### config.mk
export PLATFORM = sky130hd
export DESIGN_NAME = change_dispenser
export DESIGN_NICKNAME = d
export VERILOG_FILES = /design/src/rtl/change_dispenser.sv
export SDC_FILE = /design/constraint.sdc
export NUM_CORES = 1
export LEC_CHECK = 0
export BUFFER_PORTS_ARGS = -buffer_cell sky130_fd_sc_hd__buf_2
export CELL_PAD_IN_SITES_DETAIL_PLACEMENT = 1
export CELL_PAD_IN_SITES_GLOBAL_PLACEMENT = 1
export CORE_UTILIZATION = 40
export DETAILED_ROUTE_END_ITERATION = 7
export MAX_ROUTING_LAYER = met4
export PLACE_DENSITY = 0.79
export SYNTH_ARGS = -nofsm -noshare
export SYNTH_HDL_FRONTEND = slang
export SYNTH_SLANG_ARGS = --single-unit
### constraint.sdc
create_clock -name clk -period 3.29 [get_ports clk]
set_clock_uncertainty 0.05 [all_clocks]
set_input_delay 0.658 -clock clk [delete_from_list [all_inputs] [get_ports clk]]
set_output_delay 0.658 -clock clk [all_outputs]
set_load 0.05 [all_outputs]
### src/rtl/change_dispenser.sv
// change_dispenser
// Actuator-side back end of the vending machine. On a rising delivery level it
// latches the product choice and change code, runs the selected product motor
// for MOTOR_CYCLES cycles, then releases the owed Rs. 5 coins one at a time via
// an eject_req/eject_ack handshake. The Rs. 5 coin inventory is tracked here.
// An empty hopper, an ejector timeout or an illegal code latches a sticky
// fault that only reset clears.
//
// Ports
//   clk         system clock, posedge
//   reset       synchronous, active-high
//   delivery    dispense level from the vending FSM (rising edge triggers)
//   change      change code: 0000 none, 0101 Rs.5, 1010 Rs.10
//   choice      product select: 01 product 1, 10 product 2
//   refill      reload coin_count with COIN_INIT
//   eject_ack   ejector has released one coin
//   motor1/2    product motor drives
//   eject_req   request one Rs. 5 coin
//   busy        high outside IDLE and FAULT
//   done        one-cycle pulse at the end of a dispense
//   fault       sticky error flag
//   coin_count  Rs. 5 coins remaining
//   dstate      current state code
//
// state    | meaning
// IDLE     | waiting for a delivery rising edge
// MOTOR    | selected product motor on, down-counting MOTOR_CYCLES
// EJECT    | one-cycle gap; checks the hopper before each coin
// WAIT_ACK | eject_req high, down-counting ACK_TIMEOUT for eject_ack
// DONE     | one-cycle completion pulse
// FAULT    | sticky error, exit only by reset
module change_dispenser #(
    parameter int MOTOR_CYCLES = 8,
    parameter int COIN_INIT    = 15,
    parameter int ACK_TIMEOUT  = 16,
    parameter int CNT_W        = 5
) (
    input  logic             clk,
    input  logic             reset,
    input  logic             delivery,
    input  logic [3:0]       change,
    input  logic [1:0]       choice,
    input  logic             refill,
    input  logic             eject_ack,
    output logic             motor1,
    output logic             motor2,
    output logic             eject_req,
    output logic             busy,
    output logic             done,
    output logic             fault,
    output logic [CNT_W-1:0] coin_count,
    output logic [2:0]       dstate
);
    localparam int TMR_MAX = (MOTOR_CYCLES > ACK_TIMEOUT) ? MOTOR_CYCLES : ACK_TIMEOUT;
    localparam int TMR_W   = $clog2(TMR_MAX + 1);

    typedef enum logic [2:0] {
        IDLE     = 3'b000,
        MOTOR    = 3'b001,
        EJECT    = 3'b010,
        WAIT_ACK = 3'b011,
        DONE     = 3'b100,
        FAULT    = 3'b101
    } state_t;

    state_t           state, state_nxt;
    logic             delivery_d;
    logic             product, product_nxt;   // 0: product 1, 1: product 2
    logic [1:0]       owed, owed_nxt;
    logic [TMR_W-1:0] tmr, tmr_nxt;
    logic             coin_take;
    logic             trigger;
    logic             choice_ok;
    logic             change_ok;
    logic [1:0]       change_owed;

    assign trigger = delivery & ~delivery_d;

    always_comb begin
        choice_ok   = (choice == 2'b01) || (choice == 2'b10);
        change_ok   = 1'b1;
        change_owed = 2'd0;
        case (change)
            4'b0000: change_owed = 2'd0;
            4'b0101: change_owed = 2'd1;
            4'b1010: change_owed = 2'd2;
            default: change_ok = 1'b0;
        endcase
    end

    always_ff @(posedge clk) begin
        if (reset) state <= IDLE;
        else       state <= state_nxt;
    end

    always_comb begin
        state_nxt   = state;
        product_nxt = product;
        owed_nxt    = owed;
        tmr_nxt     = tmr;
        coin_take   = 1'b0;
        case (state)
            IDLE: begin
                if (trigger) begin
                    if (choice_ok && change_ok) begin
                        state_nxt   = MOTOR;
                        product_nxt = choice[1];
                        owed_nxt    = change_owed;
                        tmr_nxt     = TMR_W'(MOTOR_CYCLES - 1);
                    end else begin
                        state_nxt = FAULT;
                    end
                end
            end
            MOTOR: begin
                if (tmr == '0) state_nxt = (owed == 2'd0) ? DONE : EJECT;
                else           tmr_nxt   = tmr - TMR_W'(1);
            end
            EJECT: begin
                // Checking here means coin_count is never decremented from 0.
                if (coin_count == '0) begin
                    state_nxt = FAULT;
                end else begin
                    state_nxt = WAIT_ACK;
                    tmr_nxt   = TMR_W'(ACK_TIMEOUT - 1);
                end
            end
            WAIT_ACK: begin
                if (eject_ack) begin
                    coin_take = 1'b1;
                    owed_nxt  = owed - 2'd1;
                    state_nxt = (owed == 2'd1) ? DONE : EJECT;
                end else if (tmr == '0) begin
                    state_nxt = FAULT;
                end else begin
                    tmr_nxt = tmr - TMR_W'(1);
                end
            end
            DONE:    state_nxt = IDLE;
            FAULT:   state_nxt = FAULT;
            default: state_nxt = FAULT;
        endcase
    end

    always_ff @(posedge clk) begin
        if (reset) begin
            delivery_d <= 1'b0;
            product    <= 1'b0;
            owed       <= 2'd0;
            tmr        <= '0;
            coin_count <= CNT_W'(COIN_INIT);
        end else begin
            delivery_d <= delivery;
            product    <= product_nxt;
            owed       <= owed_nxt;
            tmr        <= tmr_nxt;
            // A refill wins over a coin released in the same cycle.
            if (refill)         coin_count <= CNT_W'(COIN_INIT);
            else if (coin_take) coin_count <= coin_count - CNT_W'(1);
        end
    end

    assign motor1    = (state == MOTOR) && !product;
    assign motor2    = (state == MOTOR) && product;
    assign eject_req = (state == WAIT_ACK);
    assign done      = (state == DONE);
    assign fault     = (state == FAULT);
    assign busy      = (state != IDLE) && (state != FAULT);
    assign dstate    = state;

endmodule

; Yosys cells after proc, flatten, opt, wreduce, memory -nomap -nowiden
; Cells that the tools add are included.
[word_totals]
ff_bits = 17
input_bits = 11
[classes]
n_bitwise = 2
addsub = 3
reduce_logical = 20
eq_ne = 18
n_mux = 23
[ops]
columns = operator, count
row1 = 5-bit 2-to-1 mux, 5
row2 = 3-bit 2-to-1 mux, 8
row3 = 5-bit one-hot mux with 4 select lines, 1
row4 = 3-bit one-hot mux with 5 select lines, 1
row5 = "2-bit inequality test, second input constant", 6
row6 = 5-bit logical NOT, 2
row7 = "5-bit by 1-bit subtractor with 5-bit output, second input constant", 2
row8 = 2-bit one-hot mux with 2 select lines, 2
row9 = "3-bit by 2-bit equality test with 1-bit output, second input constant", 2
row10 = "3-bit equality test, second input constant", 2
row11 = 2-bit 2-to-1 mux, 3
row12 = 3-bit AND reduction, 2
row13 = 5-bit AND reduction, 1
row14 = "2-bit by 1-bit equality test with 1-bit output, second input constant", 2
row15 = "4-bit by 3-bit equality test with 1-bit output, second input constant", 1
row16 = "4-bit equality test, second input constant", 1
row17 = 1-bit logical AND, 4
row18 = 4-bit logical NOT, 1
row19 = 4-bit AND reduction, 1
row20 = 4-bit nonzero test, 1
row21 = "3-bit by 1-bit equality test with 1-bit output, second input constant", 1
row22 = 3-bit logical NOT, 1
row23 = 1-bit 2-to-1 mux, 3
row24 = "3-bit by 2-bit inequality test with 1-bit output, second input constant", 1
row25 = other kinds (12), 12

; Longest topological paths before layout
[depth]
ltp_word = 7
mapped_depth = 7

; Least setup slack after synthesis
; No wires, ideal clock.
[synth_timing]
path_type = reg2out
start = register state[0], in the netlist dstate[0]
end = output port motor2
path_stages_with_launch = 4
arrival_ns = 2.329
n_path_buf = 1
required_ns = 2.582
path_slack_ns = 0.253
path_cell_list = dfxtp_1 -> clkbuf_1 -> nand2b_1 -> nor3b_1
[synth_between]
elab_chain_len = 2
[synth_lines]
columns = item, line_no
row1 = start: declaration, 66  ; state_t state, state_nxt;
row2 = start signal: assignment, 93  ; else state <= state_nxt;
row3 = 3-bit by 1-bit equality test with 1-bit output, 164  ; assign motor2 = (state == MOTOR) && product;
row4 = 1-bit logical AND, 164
row5 = end: declaration, 46  ; output logic motor2,
; No other way between the ends.

; Worst setup path after layout
[layout_timing]
start = register state[0], in the netlist dstate[0]
end = output port eject_req
[layout_between]
elab_chain_len = 1
[layout_lines]
columns = item, line_no
row1 = 3-bit by 2-bit equality test with 1-bit output, 165  ; assign eject_req = (state == WAIT_ACK);
row2 = end: declaration, 47  ; output logic eject_req,
; No other way between the ends.

==> flow_summary.toml <==
[placed_design]
place_ws_ns = 1.04
gp_congestion = 0.775
dpl.hpwl_um = 2030
portBuffers = 24
dp_cells = 178

[yosys]
ys_seq_elements = 17
synth_cells = 128
netlist_area_um2 = 1030
syn-num-nets = 144
ys_warn_count = 0
syn_avg_cell_area_um2 = 8.04
synth-seq-area-share = 0.331
ys_types = 37

[floorplanning]
fp-row-count = 18
die_width_um = 52.7
start_util = 0.419
core_um2 = 2450
die_y_um = 52.7
die_area_um2 = 2780
pin_count = 25

[grt]
grt_pass1_wl_um = 4270
track_usage = 0.208
grt_overflow_total = 0
antenna_found_initial = 0
grt_pass1_vias = 978
grt_start_max_net_pins = 19

[status]
status = "finished, final reports clean"

[timing]
setup_viol = 0
whs_ns = 0.452
layout_setup_ws_ns = 0.755
tns_ns = 0
fmax_mhz = 394
final_hold_viol_count = 0
rsz0062_at_grt = "no"
layout_min_cycle_time_ns = 2.54
min_period_over_period = 0.771
maxSlewHeadroom = 0.651
slew_viol_final = 0
worstMarginPinSlew_ns = 0.522

[layout]
nFillCells = 333
stdcell_count = 182
area_growth_pct = 16.4
drive_gt1_frac = 0.204
layout_commonest_cell = "buf_2"
mostFrequentLayoutCells = "buf_2, dfxtp_1, nand2_1"
diodes = 0
layout.nets = 169

[drt]
wl_per_cell_um = 14.0
ant_nets = 0
vias = 995
drcViolationCount = 0
drt-initial-drc-count = 8
drtPass1Iterations = 4
wirelength_um = 2550
avgViaCountPerCell = 5.47

[clocking]
cts-resized-gates = 0
cts_tree = "yes"
clockBufferDepth = 2
insertion_delay_ns = 0.29
h-tree-depth = 1
hold_buffers = 0
cts_inserted_buffers = 3
clk_pin_slew_worst_paths_ns = 0.10
root_buffer = "clkbuf_4"
numClockSinks = 17
post_cts_buffers = 0

[setup_path]
critPathRequiredTime_ns = 2.58
slowest_stage = "dfxtp_1"
cp.arrival_ns = 1.83
path_buf_inv = 2
startpoint_type = "flip-flop"
crit_family = "flip-flops"
endpoint_kind = "output port"
path_cells = "and2b_1 > nand2_1 > inv_1 > buf_2"
cpPeakStageDelay_ns = 0.65
crit_type = "reg2out"
cp_max_fo = 17

[pwr]
report.power.total_uw = 583
vdd_ir_drop_max_v = 0.000215
p_per_area_nw_per_um2 = 487
p_leak_uw = 0.000490

[min_path]
hold_path.class = "reg2reg"

[run]
maxCapViolCount = 0
through the flow:
step	cell area, um2	utilization
2_1_floorplan	1030	-
5_1_grt	1200	0.488
3_5_place_dp	1170	0.477
3_3_place_gp	1170	0.477
4_1_cts	1200	0.488
6_report	1200	0.488
synthesized netlist by cell type:
cell type / count / share of area
a2111o_1: 1 / 0.011
a211oi_1: 4 / 0.029
a21boi_0: 1 / 0.0073
a21oi_1: 7 / 0.034
a21oi_2: 1 / 0.0085
a221oi_1: 3 / 0.026
a22oi_1: 1 / 0.0073
a311oi_1: 1 / 0.0085
a32oi_1: 1 / 0.0085
a41oi_1: 1 / 0.0085
and2_1: 3 / 0.018
and2b_1: 1 / 0.0073
and4bb_2: 1 / 0.012
buf_2: 1 / 0.0049
clkbuf_1: 3 / 0.011
dfxtp_1: 17 / 0.33
ha_1: 5 / 0.061
inv_1: 8 / 0.029
nand2_1: 14 / 0.051
nand2b_1: 3 / 0.018
nand3_1: 2 / 0.0097
nand3b_1: 1 / 0.0073
nand4bb_1: 1 / 0.011
nor2_1: 10 / 0.037
nor2b_1: 3 / 0.018
nor3_1: 7 / 0.034
nor3b_1: 4 / 0.029
nor4_1: 1 / 0.0061
nor4b_1: 2 / 0.017
o211ai_1: 1 / 0.0073
o21ai_0: 6 / 0.029
o21ai_1: 1 / 0.0049
o22ai_1: 1 / 0.0061
or3_1: 3 / 0.018
or4b_4: 1 / 0.013
xnor2_1: 6 / 0.051
xor2_1: 1 / 0.0085
power breakdown:
group	leakage (uW)	switching (uW)	internal, uW
registers	0.000138	26.5	221
clock network	0.0000177	67.5	45.1
logic	0.000334	142	80.3
total	0.000490	236	346
state kept, by name, indices dropped and copies added (netlist names):
register / flops
tmr: 5
delivery_d: 1
owed: 2
product: 1
coin_count: 5
dstate: 3
layer usage:
layer,vias up,part of all wire,track usage
met4,0,0,0.0351
met2,16,0.50,0.354
met5,-,0,-
li1,505,-,-
met3,0,0.024,0.0261
met1,474,0.47,0.266
area by class of cell:
type / instances / area (um2) / area share
multi-input combinational: 99 / 642 / 0.536
sequential: 17 / 340 / 0.284
timing repair buffer: 24 / 120 / 0.100
tap: 30 / 37.5 / 0.0313
inverter: 8 / 30.0 / 0.0251
clock buffer: 3 / 22.5 / 0.0188
clock inverter: 1 / 5.00 / 0.00418
logic make-up (layout without fill, tap and decap cells):
group	count (synthesis)	in the layout	share of synthesized area
simple gates	57	57	0.308
compound gates	30	30	0.196
flops	17	17	0.331
buf+inv	12	36	0.0450
xor+xnor	7	7	0.0596
fa+ha+maj	5	5	0.0608
final timing paths:
| path | start | end | slack (ns) | cells past startpoint |
|---|---|---|---|---|
| max | dstate[0]$_SDFFE_PP0P_ | eject_req | 0.75 | 4 |
| min | product$_SDFFE_PP0P_ | product$_SDFFE_PP0P_ | 0.45 | 2 |
| max reg2reg | dstate[0]$_SDFFE_PP0P_ | owed[0]$_SDFFE_PP0P_ | 1.18 | 5 |
| min reg2reg | product$_SDFFE_PP0P_ | product$_SDFFE_PP0P_ | 0.45 | 2 |
worst min-delay path: cells and delay by family, from the launching register on:
kind	cells	cell delay (ns)
flops	1	0.33
compound gates	2	0.13
(Power assumes the default switching activity.)
